`src/rtl/rgb_contrast_pkg.sv`:
```
// Shared types and constants for the RGB contrast pipeline.
//   cfg_t       : thresholds, per-segment bases and gains for the transfer curve
//   seg_e       : curve segment selected for a sample
//   CfgDefault  : reset configuration, reproduces the legacy 8-bit curve
package rgb_contrast_pkg;

    localparam int unsigned CfgDataWidth = 8;
    localparam int unsigned CfgGainWidth = 8;

    typedef struct packed {
        logic [CfgDataWidth-1:0] thr1;
        logic [CfgDataWidth-1:0] thr2;
        logic [CfgDataWidth-1:0] base0;
        logic [CfgDataWidth-1:0] base1;
        logic [CfgDataWidth-1:0] base2;
        logic [CfgGainWidth-1:0] gain0;
        logic [CfgGainWidth-1:0] gain1;
        logic [CfgGainWidth-1:0] gain2;
    } cfg_t;

    typedef enum logic [1:0] {
        SEG_LOW,
        SEG_MID,
        SEG_HIGH
    } seg_e;

    localparam cfg_t CfgDefault = '{
        thr1:  CfgDataWidth'(85),
        thr2:  CfgDataWidth'(170),
        base0: CfgDataWidth'(0),
        base1: CfgDataWidth'(42),
        base2: CfgDataWidth'(213),
        gain0: CfgGainWidth'(8),
        gain1: CfgGainWidth'(32),
        gain2: CfgGainWidth'(8)
    };

endpackage

```
`src/rtl/rgb_contrast_pipe_lane.sv`:
```
// One colour channel of the contrast pipeline.
//   S1: segment select, offset from segment threshold, capture of that
//       segment's base/gain and of the raw sample.
//   S2: multiply, shift, add base, saturate; raw sample on bypass.
// Ports:
//   clk_i, rst_i          clock, synchronous active-high reset
//   s1_load_i, s2_load_i  stage enables from the top-level handshake
//   en_i                  adjust flag of the beat held in S1
//   x_i                   incoming sample
//   thr*/base*/gain*_i    configuration chosen for the incoming beat
//   y_o                   registered output sample
module contrast_lane
    import rgb_contrast_pkg::*;
#(
    parameter int unsigned DataWidth = CfgDataWidth,
    parameter int unsigned GainWidth = CfgGainWidth,
    parameter int unsigned FracBits  = 4
) (
    input  logic                 clk_i,
    input  logic                 rst_i,
    input  logic                 s1_load_i,
    input  logic                 s2_load_i,
    input  logic                 en_i,
    input  logic [DataWidth-1:0] x_i,
    input  logic [DataWidth-1:0] thr1_i,
    input  logic [DataWidth-1:0] thr2_i,
    input  logic [DataWidth-1:0] base0_i,
    input  logic [DataWidth-1:0] base1_i,
    input  logic [DataWidth-1:0] base2_i,
    input  logic [GainWidth-1:0] gain0_i,
    input  logic [GainWidth-1:0] gain1_i,
    input  logic [GainWidth-1:0] gain2_i,
    output logic [DataWidth-1:0] y_o
);

    localparam int unsigned ProdWidth = DataWidth + GainWidth;
    localparam int unsigned SumWidth  = ProdWidth + 1;

    seg_e                 seg;
    logic [DataWidth-1:0] d_d, base_d;
    logic [GainWidth-1:0] gain_d;

    logic [DataWidth-1:0] d_q, x_q, base_q;
    logic [GainWidth-1:0] gain_q;
    logic [DataWidth-1:0] y_d, y_q;

    logic [ProdWidth-1:0] prod;
    logic [SumWidth-1:0]  sum;

    // Priority compare: with thr1 > thr2 the middle segment is unreachable.
    always_comb begin
        seg = SEG_HIGH;
        if (x_i < thr1_i) begin
            seg = SEG_LOW;
        end else if (x_i < thr2_i) begin
            seg = SEG_MID;
        end
    end

    always_comb begin
        d_d    = x_i;
        base_d = base0_i;
        gain_d = gain0_i;
        unique case (seg)
            SEG_LOW: begin
                d_d    = x_i;
                base_d = base0_i;
                gain_d = gain0_i;
            end
            SEG_MID: begin
                d_d    = x_i - thr1_i;
                base_d = base1_i;
                gain_d = gain1_i;
            end
            SEG_HIGH: begin
                d_d    = x_i - thr2_i;
                base_d = base2_i;
                gain_d = gain2_i;
            end
            default: ;
        endcase
    end

    always_comb begin
        prod = ProdWidth'(d_q) * ProdWidth'(gain_q);
        sum  = SumWidth'(base_q) + SumWidth'(prod >> FracBits);
        y_d  = x_q;
        if (en_i) begin
            y_d = (|sum[SumWidth-1:DataWidth]) ? {DataWidth{1'b1}} : sum[DataWidth-1:0];
        end
    end

    always_ff @(posedge clk_i) begin
        if (rst_i) begin
            d_q    <= '0;
            x_q    <= '0;
            base_q <= '0;
            gain_q <= '0;
            y_q    <= '0;
        end else begin
            if (s1_load_i) begin
                d_q    <= d_d;
                x_q    <= x_i;
                base_q <= base_d;
                gain_q <= gain_d;
            end
            if (s2_load_i) begin
                y_q <= y_d;
            end
        end
    end

    assign y_o = y_q;

endmodule

```
`src/rtl/rgb_contrast_pipe.sv`:
```
// Two-stage streaming contrast adjust with valid/ready on both sides.
// Each channel runs a three-segment piecewise-linear curve (contrast_lane).
// Configuration is written into a shadow copy and promoted to the active
// copy by the next accepted start-of-frame beat, which already uses it.
// Ports:
//   clk_i, rst_i                        clock, synchronous active-high reset
//   en_i                                adjust (1) or bypass (0), per beat
//   in_valid_i/in_ready_o/in_sof_i/in_pix_i     upstream beat
//   out_valid_o/out_ready_i/out_sof_o/out_pix_o downstream beat
//   cfg_we_i, cfg_i                     shadow configuration write
//   cfg_pending_o                       shadow written, not yet applied
module rgb_contrast_pipe
    import rgb_contrast_pkg::*;
#(
    parameter int unsigned DataWidth   = CfgDataWidth,
    parameter int unsigned NumChannels = 3,
    parameter int unsigned GainWidth   = CfgGainWidth,
    parameter int unsigned FracBits    = 4
) (
    input  logic                             clk_i,
    input  logic                             rst_i,
    input  logic                             en_i,
    input  logic                             in_valid_i,
    output logic                             in_ready_o,
    input  logic                             in_sof_i,
    input  logic [NumChannels*DataWidth-1:0] in_pix_i,
    output logic                             out_valid_o,
    input  logic                             out_ready_i,
    output logic                             out_sof_o,
    output logic [NumChannels*DataWidth-1:0] out_pix_o,
    input  logic                             cfg_we_i,
    input  cfg_t                             cfg_i,
    output logic                             cfg_pending_o
);

    logic s1_valid_q, s1_sof_q, s1_en_q;
    logic s2_valid_q, s2_sof_q;
    cfg_t shadow_q, shadow_d, active_q, active_d;
    logic pending_q, pending_d;

    logic s1_advance, accept, sof_apply, s1_load, s2_load;
    cfg_t cfg_sel;

    assign s1_advance = !s2_valid_q || out_ready_i;
    assign in_ready_o = !s1_valid_q || s1_advance;
    assign accept     = in_valid_i && in_ready_o;
    assign sof_apply  = accept && in_sof_i;
    // Datapath registers only move with real beats; valids track bubbles.
    assign s1_load    = accept;
    assign s2_load    = s1_advance && s1_valid_q;

    // The sof beat itself must see the promoted shadow, so bypass active_q.
    assign cfg_sel = sof_apply ? shadow_q : active_q;

    always_comb begin
        shadow_d  = shadow_q;
        active_d  = active_q;
        pending_d = pending_q;
        if (sof_apply) begin
            active_d  = shadow_q;
            pending_d = 1'b0;
        end
        // A same-cycle write lands after the promotion and stays pending.
        if (cfg_we_i) begin
            shadow_d  = cfg_i;
            pending_d = 1'b1;
        end
    end

    always_ff @(posedge clk_i) begin
        if (rst_i) begin
            s1_valid_q <= 1'b0;
            s1_sof_q   <= 1'b0;
            s1_en_q    <= 1'b0;
            s2_valid_q <= 1'b0;
            s2_sof_q   <= 1'b0;
            shadow_q   <= CfgDefault;
            active_q   <= CfgDefault;
            pending_q  <= 1'b0;
        end else begin
            shadow_q  <= shadow_d;
            active_q  <= active_d;
            pending_q <= pending_d;
            if (in_ready_o) begin
                s1_valid_q <= in_valid_i;
            end
            if (s1_load) begin
                s1_sof_q <= in_sof_i;
                s1_en_q  <= en_i;
            end
            if (s1_advance) begin
                s2_valid_q <= s1_valid_q;
            end
            if (s2_load) begin
                s2_sof_q <= s1_sof_q;
            end
        end
    end

    for (genvar c = 0; c < NumChannels; c++) begin : g_lane
        contrast_lane #(
            .DataWidth (DataWidth),
            .GainWidth (GainWidth),
            .FracBits  (FracBits)
        ) u_lane (
            .clk_i     (clk_i),
            .rst_i     (rst_i),
            .s1_load_i (s1_load),
            .s2_load_i (s2_load),
            .en_i      (s1_en_q),
            .x_i       (in_pix_i[c*DataWidth +: DataWidth]),
            .thr1_i    (cfg_sel.thr1),
            .thr2_i    (cfg_sel.thr2),
            .base0_i   (cfg_sel.base0),
            .base1_i   (cfg_sel.base1),
            .base2_i   (cfg_sel.base2),
            .gain0_i   (cfg_sel.gain0),
            .gain1_i   (cfg_sel.gain1),
            .gain2_i   (cfg_sel.gain2),
            .y_o       (out_pix_o[c*DataWidth +: DataWidth])
        );
    end

    assign out_valid_o   = s2_valid_q;
    assign out_sof_o     = s2_sof_q;
    assign cfg_pending_o = pending_q;

endmodule

```
`config.mk`:
```
export PLATFORM = sky130hd
export DESIGN_NAME = rgb_contrast_pipe
export DESIGN_NICKNAME = d
export VERILOG_FILES = /design/src/rtl/rgb_contrast_pkg.sv /design/src/rtl/rgb_contrast_pipe_lane.sv /design/src/rtl/rgb_contrast_pipe.sv
export SDC_FILE = /design/constraint.sdc
export NUM_CORES = 1
export LEC_CHECK = 0
export CELL_PAD_IN_SITES_DETAIL_PLACEMENT = 1
export CELL_PAD_IN_SITES_GLOBAL_PLACEMENT = 2
export CORE_AREA = 2 2 224 270
export CTS_CLUSTER_DIAMETER = 80
export DETAILED_ROUTE_END_ITERATION = 10
export DIE_AREA = 0 0 226 272
export MAX_ROUTING_LAYER = met4
export PLACE_DENSITY = 0.83
export SYNTH_ARGS = -nofsm -noshare
export SYNTH_HDL_FRONTEND = slang
export SYNTH_SLANG_ARGS = --single-unit
```
`constraint.sdc`:
```
create_clock -name clk_i -period 5.65 [get_ports clk_i]
set_input_delay 1.695 -clock clk_i [delete_from_list [all_inputs] [get_ports clk_i]]
set_output_delay 1.695 -clock clk_i [all_outputs]
set_load 0.005 [all_outputs]
```
# Yosys cells after proc, flatten, opt, wreduce, memory -nomap -nowiden
# Index checks and enable logic that the tools add are counted.
dict set report word_totals {
  ff_bits 254
  output_inout_bits 28
  wordCells 96
}
dict set report op_classes {
  magnitude_cmp 6
  n_reduce_logical 11
  n_eq_ne 6
  n_mux 24
  add_sub_neg 9
  mul 3
}
# cell n
set ops {}
lappend ops {{$pmux 8 s2} 9}
lappend ops {{$mux 64} 1}
lappend ops {{$lt 8x8->1} 6}
lappend ops {{$mul 8x8->16} 3}
lappend ops {{$mux 8} 6}
lappend ops {{$sub 8x8->8} 6}
lappend ops {{$add 8x12->13} 3}
lappend ops {{$reduce_or 9->1} 3}
lappend ops {{$mux 2} 6}
lappend ops {{$eq 2x1->1 const B} 3}
lappend ops {{$eq 2x2->1 const B} 3}
lappend ops {{$logic_and 1x1->1} 3}
lappend ops {{$logic_not 1->1} 2}
lappend ops {{$logic_or 1x1->1} 2}
lappend ops {{$mux 1} 2}
lappend ops {{$reduce_bool 2->1} 1}

# Longest topological paths before layout
dict set report depth {
  depth_word 11
  ltp_mapped 23
  ltp_nobuf 23
}

# By module
# From an unflattened synthesis, not the netlist that was laid out.
dict set report hier_totals {
  hier_cells 2352
  area_unflattened_um2 21236.6
}
# mod area_per_inst_um2 instances seq_area_each_um2 cells_per_inst
set modules_own_cells {}
lappend modules_own_cells {rgb_contrast_pipe 6064.6 1 2682.6 587}
lappend modules_own_cells {{contrast_lane (g_lane[0].u_lane)} 5173.7 1 800.8 587}
lappend modules_own_cells {{contrast_lane (g_lane[2].u_lane)} 5063.6 1 800.8 590}
lappend modules_own_cells {{contrast_lane (g_lane[1].u_lane)} 4934.7 1 800.8 588}

# Least setup slack after synthesis
# No wires, ideal clock.
dict set report synth_path {
  path_type {in2reg}
  start {in out_ready_i}
  end {reg g_lane[0].u_lane.base_q[5]}
  required_time_ns 5.518
  arrival_time_ns 5.490
  cell_stages 21
  n_path_buf 6
  path_slack_ns 0.028
  cell_sequence {nand2b_1 > or2_2 > clkbuf_1 > and3_1 > clkbuf_1 > clkbuf_1 > buf_2 > nand2_1 > nand2_1 > ha_1 > inv_1 > fa_1 > a21oi_1 > o211ai_1 > o41ai_2 > buf_4 > buf_4 > mux2i_1 > nor2_1 > o21ai_0 > a21oi_1}
}
dict set report synth_via {
  elab_chain_len 10
  word_cells_on_any_way 12
  classes_between {order compare: 2; eq/ne: 2; mux: 4; reduce/logical: 4}
}
# element line_no
set synth_rtl {}
lappend synth_rtl {{start: declaration} rgb_contrast_pipe.sv:28} ;# input logic out_ready_i,
lappend synth_rtl {{$logic_or 1x1->1 (*)} rgb_contrast_pipe.sv:44} ;# assign s1_advance = !s2_valid_q || out_ready_i;
lappend synth_rtl {{$logic_or 1x1->1 (*)} rgb_contrast_pipe.sv:45} ;# assign in_ready_o = !s1_valid_q || s1_advance;
lappend synth_rtl {{named net in_ready_o} rgb_contrast_pipe.sv:24} ;# output logic in_ready_o,
lappend synth_rtl {{$logic_and 1x1->1 (*)} rgb_contrast_pipe.sv:46} ;# assign accept = in_valid_i && in_ready_o;
lappend synth_rtl {{$logic_and 1x1->1} rgb_contrast_pipe.sv:47} ;# assign sof_apply = accept && in_sof_i;
lappend synth_rtl {{$mux 64} --}
lappend synth_rtl {{$lt 8x8->1} rgb_contrast_pipe_lane.sv:55} ;# end else if (x_i < thr2_i) begin
lappend synth_rtl {{$mux 2} rgb_contrast_pipe_lane.sv:55}
lappend synth_rtl {{$mux 2} rgb_contrast_pipe_lane.sv:53} ;# if (x_i < thr1_i) begin
lappend synth_rtl {{$eq 2x2->1 or $eq 2x1->1 (tied branches)} rgb_contrast_pipe_lane.sv:64} ;# unique case (seg)
lappend synth_rtl {{$pmux 8 s2} rgb_contrast_pipe_lane.sv:64}
lappend synth_rtl {{end signal: assignment} rgb_contrast_pipe_lane.sv:104} ;# base_q <= base_d;
lappend synth_rtl {{end: declaration} rgb_contrast_pipe_lane.sv:43} ;# logic [DataWidth-1:0] d_q, x_q, base_q;
# Mark *: on every way through the listed nets, which the timed path passes. The rest lies on a longest branch.
# A chain may end at the register's enable or synchronous reset.

# Worst setup path after layout
dict set report layout_path {
  start {reg g_lane[2].u_lane.gain_q[2]}
  end {reg g_lane[2].u_lane.y_q[1]}
}
dict set report layout_via {
  elab_chain_len 5
}
# element line_no
set layout_rtl {}
lappend layout_rtl {{start: declaration} rgb_contrast_pipe_lane.sv:44} ;# logic [GainWidth-1:0] gain_q;
lappend layout_rtl {{start signal: assignment} rgb_contrast_pipe_lane.sv:105} ;# gain_q <= gain_d;
lappend layout_rtl {{$mul 8x8->16 (*)} rgb_contrast_pipe_lane.sv:85} ;# prod = ProdWidth'(d_q) * ProdWidth'(gain_q);
lappend layout_rtl {{$add 8x12->13 (*)} rgb_contrast_pipe_lane.sv:86} ;# sum = SumWidth'(base_q) + SumWidth'(prod >> FracBits);
lappend layout_rtl {{$reduce_or 9->1} rgb_contrast_pipe_lane.sv:89} ;# y_d = (|sum[SumWidth-1:DataWidth]) ? {DataWidth{1'b1}} : sum[DataWidth-1:0];
lappend layout_rtl {{$mux 8 (*)} rgb_contrast_pipe_lane.sv:89}
lappend layout_rtl {{$mux 8 (*)} rgb_contrast_pipe_lane.sv:88} ;# if (en_i) begin
lappend layout_rtl {{end signal: assignment} rgb_contrast_pipe_lane.sv:108} ;# y_q <= y_d;
lappend layout_rtl {{end: declaration} rgb_contrast_pipe_lane.sv:45} ;# logic [DataWidth-1:0] y_d, y_q;
# Every way passes the cells marked *; elsewhere a longest branch is shown, timed or not.

==> results.toml <==
[route]
drtIter0Drc = 719
postRouteWirelength_microns = 69800
post-route-drc-count = 0
vias_per_cell = 5.24
ant_nets = 0
firstDrtPassIters = 5
post_drt_wl_per_cell_microns = 20.6
vias = 17800

[floorplanning]
die_y_microns = 272
die_area_sq_um = 61500
rows = 98
die_w_microns = 226
core_sq_um = 59000
initial_core_util = 0.336
io_pins = 123

[cells_and_area]
nets = 2949
drive_gt1_frac = 0.138
n_antenna_cell = 0
area_delta_synth_final_pct = 24.5

[synth]
syn_nets = 2717
netlist_top_cells_area = "dfxtp_1, fa_1, ha_1"
seq_area_frac_synth = 0.257
synth.top_cells.by_count = "nand2_1, dfxtp_1, a21oi_1"
synth-async-reset-ratio = 0
synth_edf_count = 0
ys.flop_type = "dfxtp_1"
ys_ff_latch = 254
syn_inst = 2334
synth_most_common_cell = "nand2_1"
synth_top_area_frac = 0.257
synth_area_sq_um = 19800
yosysWarnings = 0
synth_top_cell_by_area = "dfxtp_1"
syn_area_per_cell_sq_um = 8.49
synth_cell_types = 75

[sta]
tightestPinTransition_ns = 1.07
relSlewSlack = 0.283
fin_tns_setup_ns = -0.247
fmax_mhz = 174
fin_skew_ns = 0.0268
hold_viol_final = 0
finalWorstSetupSlack_ns = -0.0974
slew_violations = 0
fin_crit_ns = 5.75
fin_crit_sh = 1.02
rsz0062_at_grt = "true"
setup_viol = 5

[clock_tree]
cts_buffer_depth = 3
cts-hold-fix-buffers = 0
ctsRootBufferMaster = "clkbuf_16"
cts_max_level = 1
clock-sinks = 254
cts.clk_slew.worst_paths_ns = 0.06
insertion_delay_ns = 0.61
cts_tree = "built"
cts_buffers = 31

[global_route]
overflow = 0
grt_max_degree = 74
grt_usage = 0.231
grt_pass1_wl_microns = 108000
grt_pass1_vias = 19300
grt_antenna_before_repair = 1

[pwr]
ir_worst_vdd_v = 0.000209
pwr_density_cell_nw_per_um2 = 244
p_leak_nw = 11.3

[placement]
routabilityCongestion = 0.913
hpwl_microns = 54300
io_buffers = 122
pre_cts_ws_ns = -0.407

[worst_setup_path]
cp_data_required_time_ns = 6.13
path_class = "reg2reg"
cp_max_fo = 7
endpoint_kind = "flip-flop"
r2r_start = "g_lane[2].u_lane.gain_q[2]$_SDFFE_PP0P_"
crit_start = "g_lane[2].u_lane.gain_q[2]$_SDFFE_PP0P_"
crit_path_start_kind = "flip-flop"
cp.arrival_ns = 6.23

[status]
failed_checks = "setup timing"
outcome = "finished, violations left"

[worst_hold_path]
worstHoldStart = "g_lane[2].u_lane.y_o[4]$_SDFFE_PP0P_"
hp-class = "reg2reg"

[run]
cap_violations = 0
## sequential cells by signal (all words and copies together) (netlist names)
name / count
active_q: 64
shadow_q: 64
g_lane.u_lane.base_q: 24
g_lane.u_lane.d_q: 24
g_lane.u_lane.gain_q: 24
g_lane.u_lane.x_q: 24
g_lane.u_lane.y_o: 24
cfg_pending_o: 1
out_sof_o: 1
out_valid_o: 1
s1_en_q: 1
s1_sof_q: 1
s1_valid_q: 1
## placed cells by master, fill, tap and decap left out, types with 34 or more instances in the layout
| cell type | Yosys | final |
|---|---|---|
| a21oi_1 | 204 | 198 |
| mux2i_1 | 150 | 149 |
| xnor2_1 | 53 | 50 |
| buf_4 | 9 | 169 |
| fa_1 | 117 | 115 |
| dfxtp_1 | 254 | 233 |
| and2_1 | 163 | 159 |
| inv_1 | 139 | 136 |
| nand3_1 | 34 | 34 |
| clkdlybuf4s50_1 | 0 | 120 |
| nor2_1 | 147 | 142 |
| a211oi_1 | 35 | 34 |
| nand2_1 | 313 | 310 |
| ha_1 | 171 | 165 |
| o21ai_0 | 137 | 129 |
## metrics by stage
stage          instance area, sq um  utilization  hold slack (ns)  cells  total power, mW
2_1_floorplan                 19800            -            0.432   2334             3.06
6_report                      24700        0.418            0.445   3389             6.02
4_1_cts                       24400        0.413            0.451   3381             6.01
3_5_place_dp                  23000        0.390            0.442   3316             3.78
5_1_grt                       24700        0.418            0.471   3389             6.33
3_3_place_gp                  23000        0.390            0.438   3316             3.71
## power by group
group | internal [mW] | total (mW) | switching [mW]
clock | 1.31 | 2.18 | 0.870
sequential | 1.91 | 2.05 | 0.147
combinational | 0.794 | 1.78 | 0.987
total | 4.01 | 6.02 | 2.00
## timing repair
action | 4_1_cts | 5_1_grt
pin swaps | 31 | 38
gates resized for setup | 47 | 62
endpoints found under the setup margin | 18 | 24
setup buffers | 9 | 7
## area by class of cell
type | count | area, sq um
Fill cell | 6918 | 34300
Clock buffer | 43 | 911
Sequential cell | 254 | 5110
Inverter | 139 | 522
Tap cell | 800 | 1000
Clock inverter | 13 | 201
Multi-Input combinational cell | 1831 | 14100
Timing Repair Buffer | 309 | 2790
## path summary, 6_finish.rpt
kind                                          end  slack, ns  cells after the start
max          g_lane[2].u_lane.y_o[1]$_SDFFE_PP0P_       -0.1                     23
min          g_lane[2].u_lane.y_o[4]$_SDFFE_PP0P_       0.45                      2
max reg2reg  g_lane[2].u_lane.y_o[1]$_SDFFE_PP0P_       -0.1                     23
min reg2reg  g_lane[2].u_lane.y_o[4]$_SDFFE_PP0P_       0.45                      2
## cells by family (layout without fill, tap and decap cells)
group | after synthesis | count (layout) | synth area share
simple gates | 772 | 772 | 0.186
compound gates | 537 | 537 | 0.165
fa+ha+maj | 288 | 288 | 0.226
flops | 254 | 254 | 0.257
buf+inv | 249 | 504 | 0.0515
mux | 152 | 152 | 0.0775
xor+xnor | 82 | 82 | 0.0366
## metal layers
| layer | vias to the layer above | GRT usage | part of all wire |
|---|---|---|---|
| met4 | 0 | 0.0722 | 0.031 |
| met1 | 8917 | 0.270 | 0.43 |
| met3 | 98 | 0.0182 | 0.026 |
| li1 | 8475 | - | - |
| met2 | 269 | 0.419 | 0.52 |
| met5 | - | - | 0 |
## worst max-delay path, stage by stage, from the launching register on
cell	delay, ns
dfxtp_2	0.33
and2_4	0.17
fa_2	0.39
fa_1	0.54
inv_2	0.05
fa_1	0.49
fa_1	0.50
inv_1	0.05
ha_2	0.17
or3_4	0.34
a31oi_4	0.16
o21bai_2	0.11
xor2_1	0.21
ha_1	0.32
and3_4	0.21
a2111oi_4	0.35
and4_4	0.30
buf_6	0.12
nand2_2	0.07
a31oi_4	0.20
a311oi_4	0.05
buf_6	0.17
nor4_2	0.26
o21ai_1	0.10
Power figures use the tool's default switching activity.
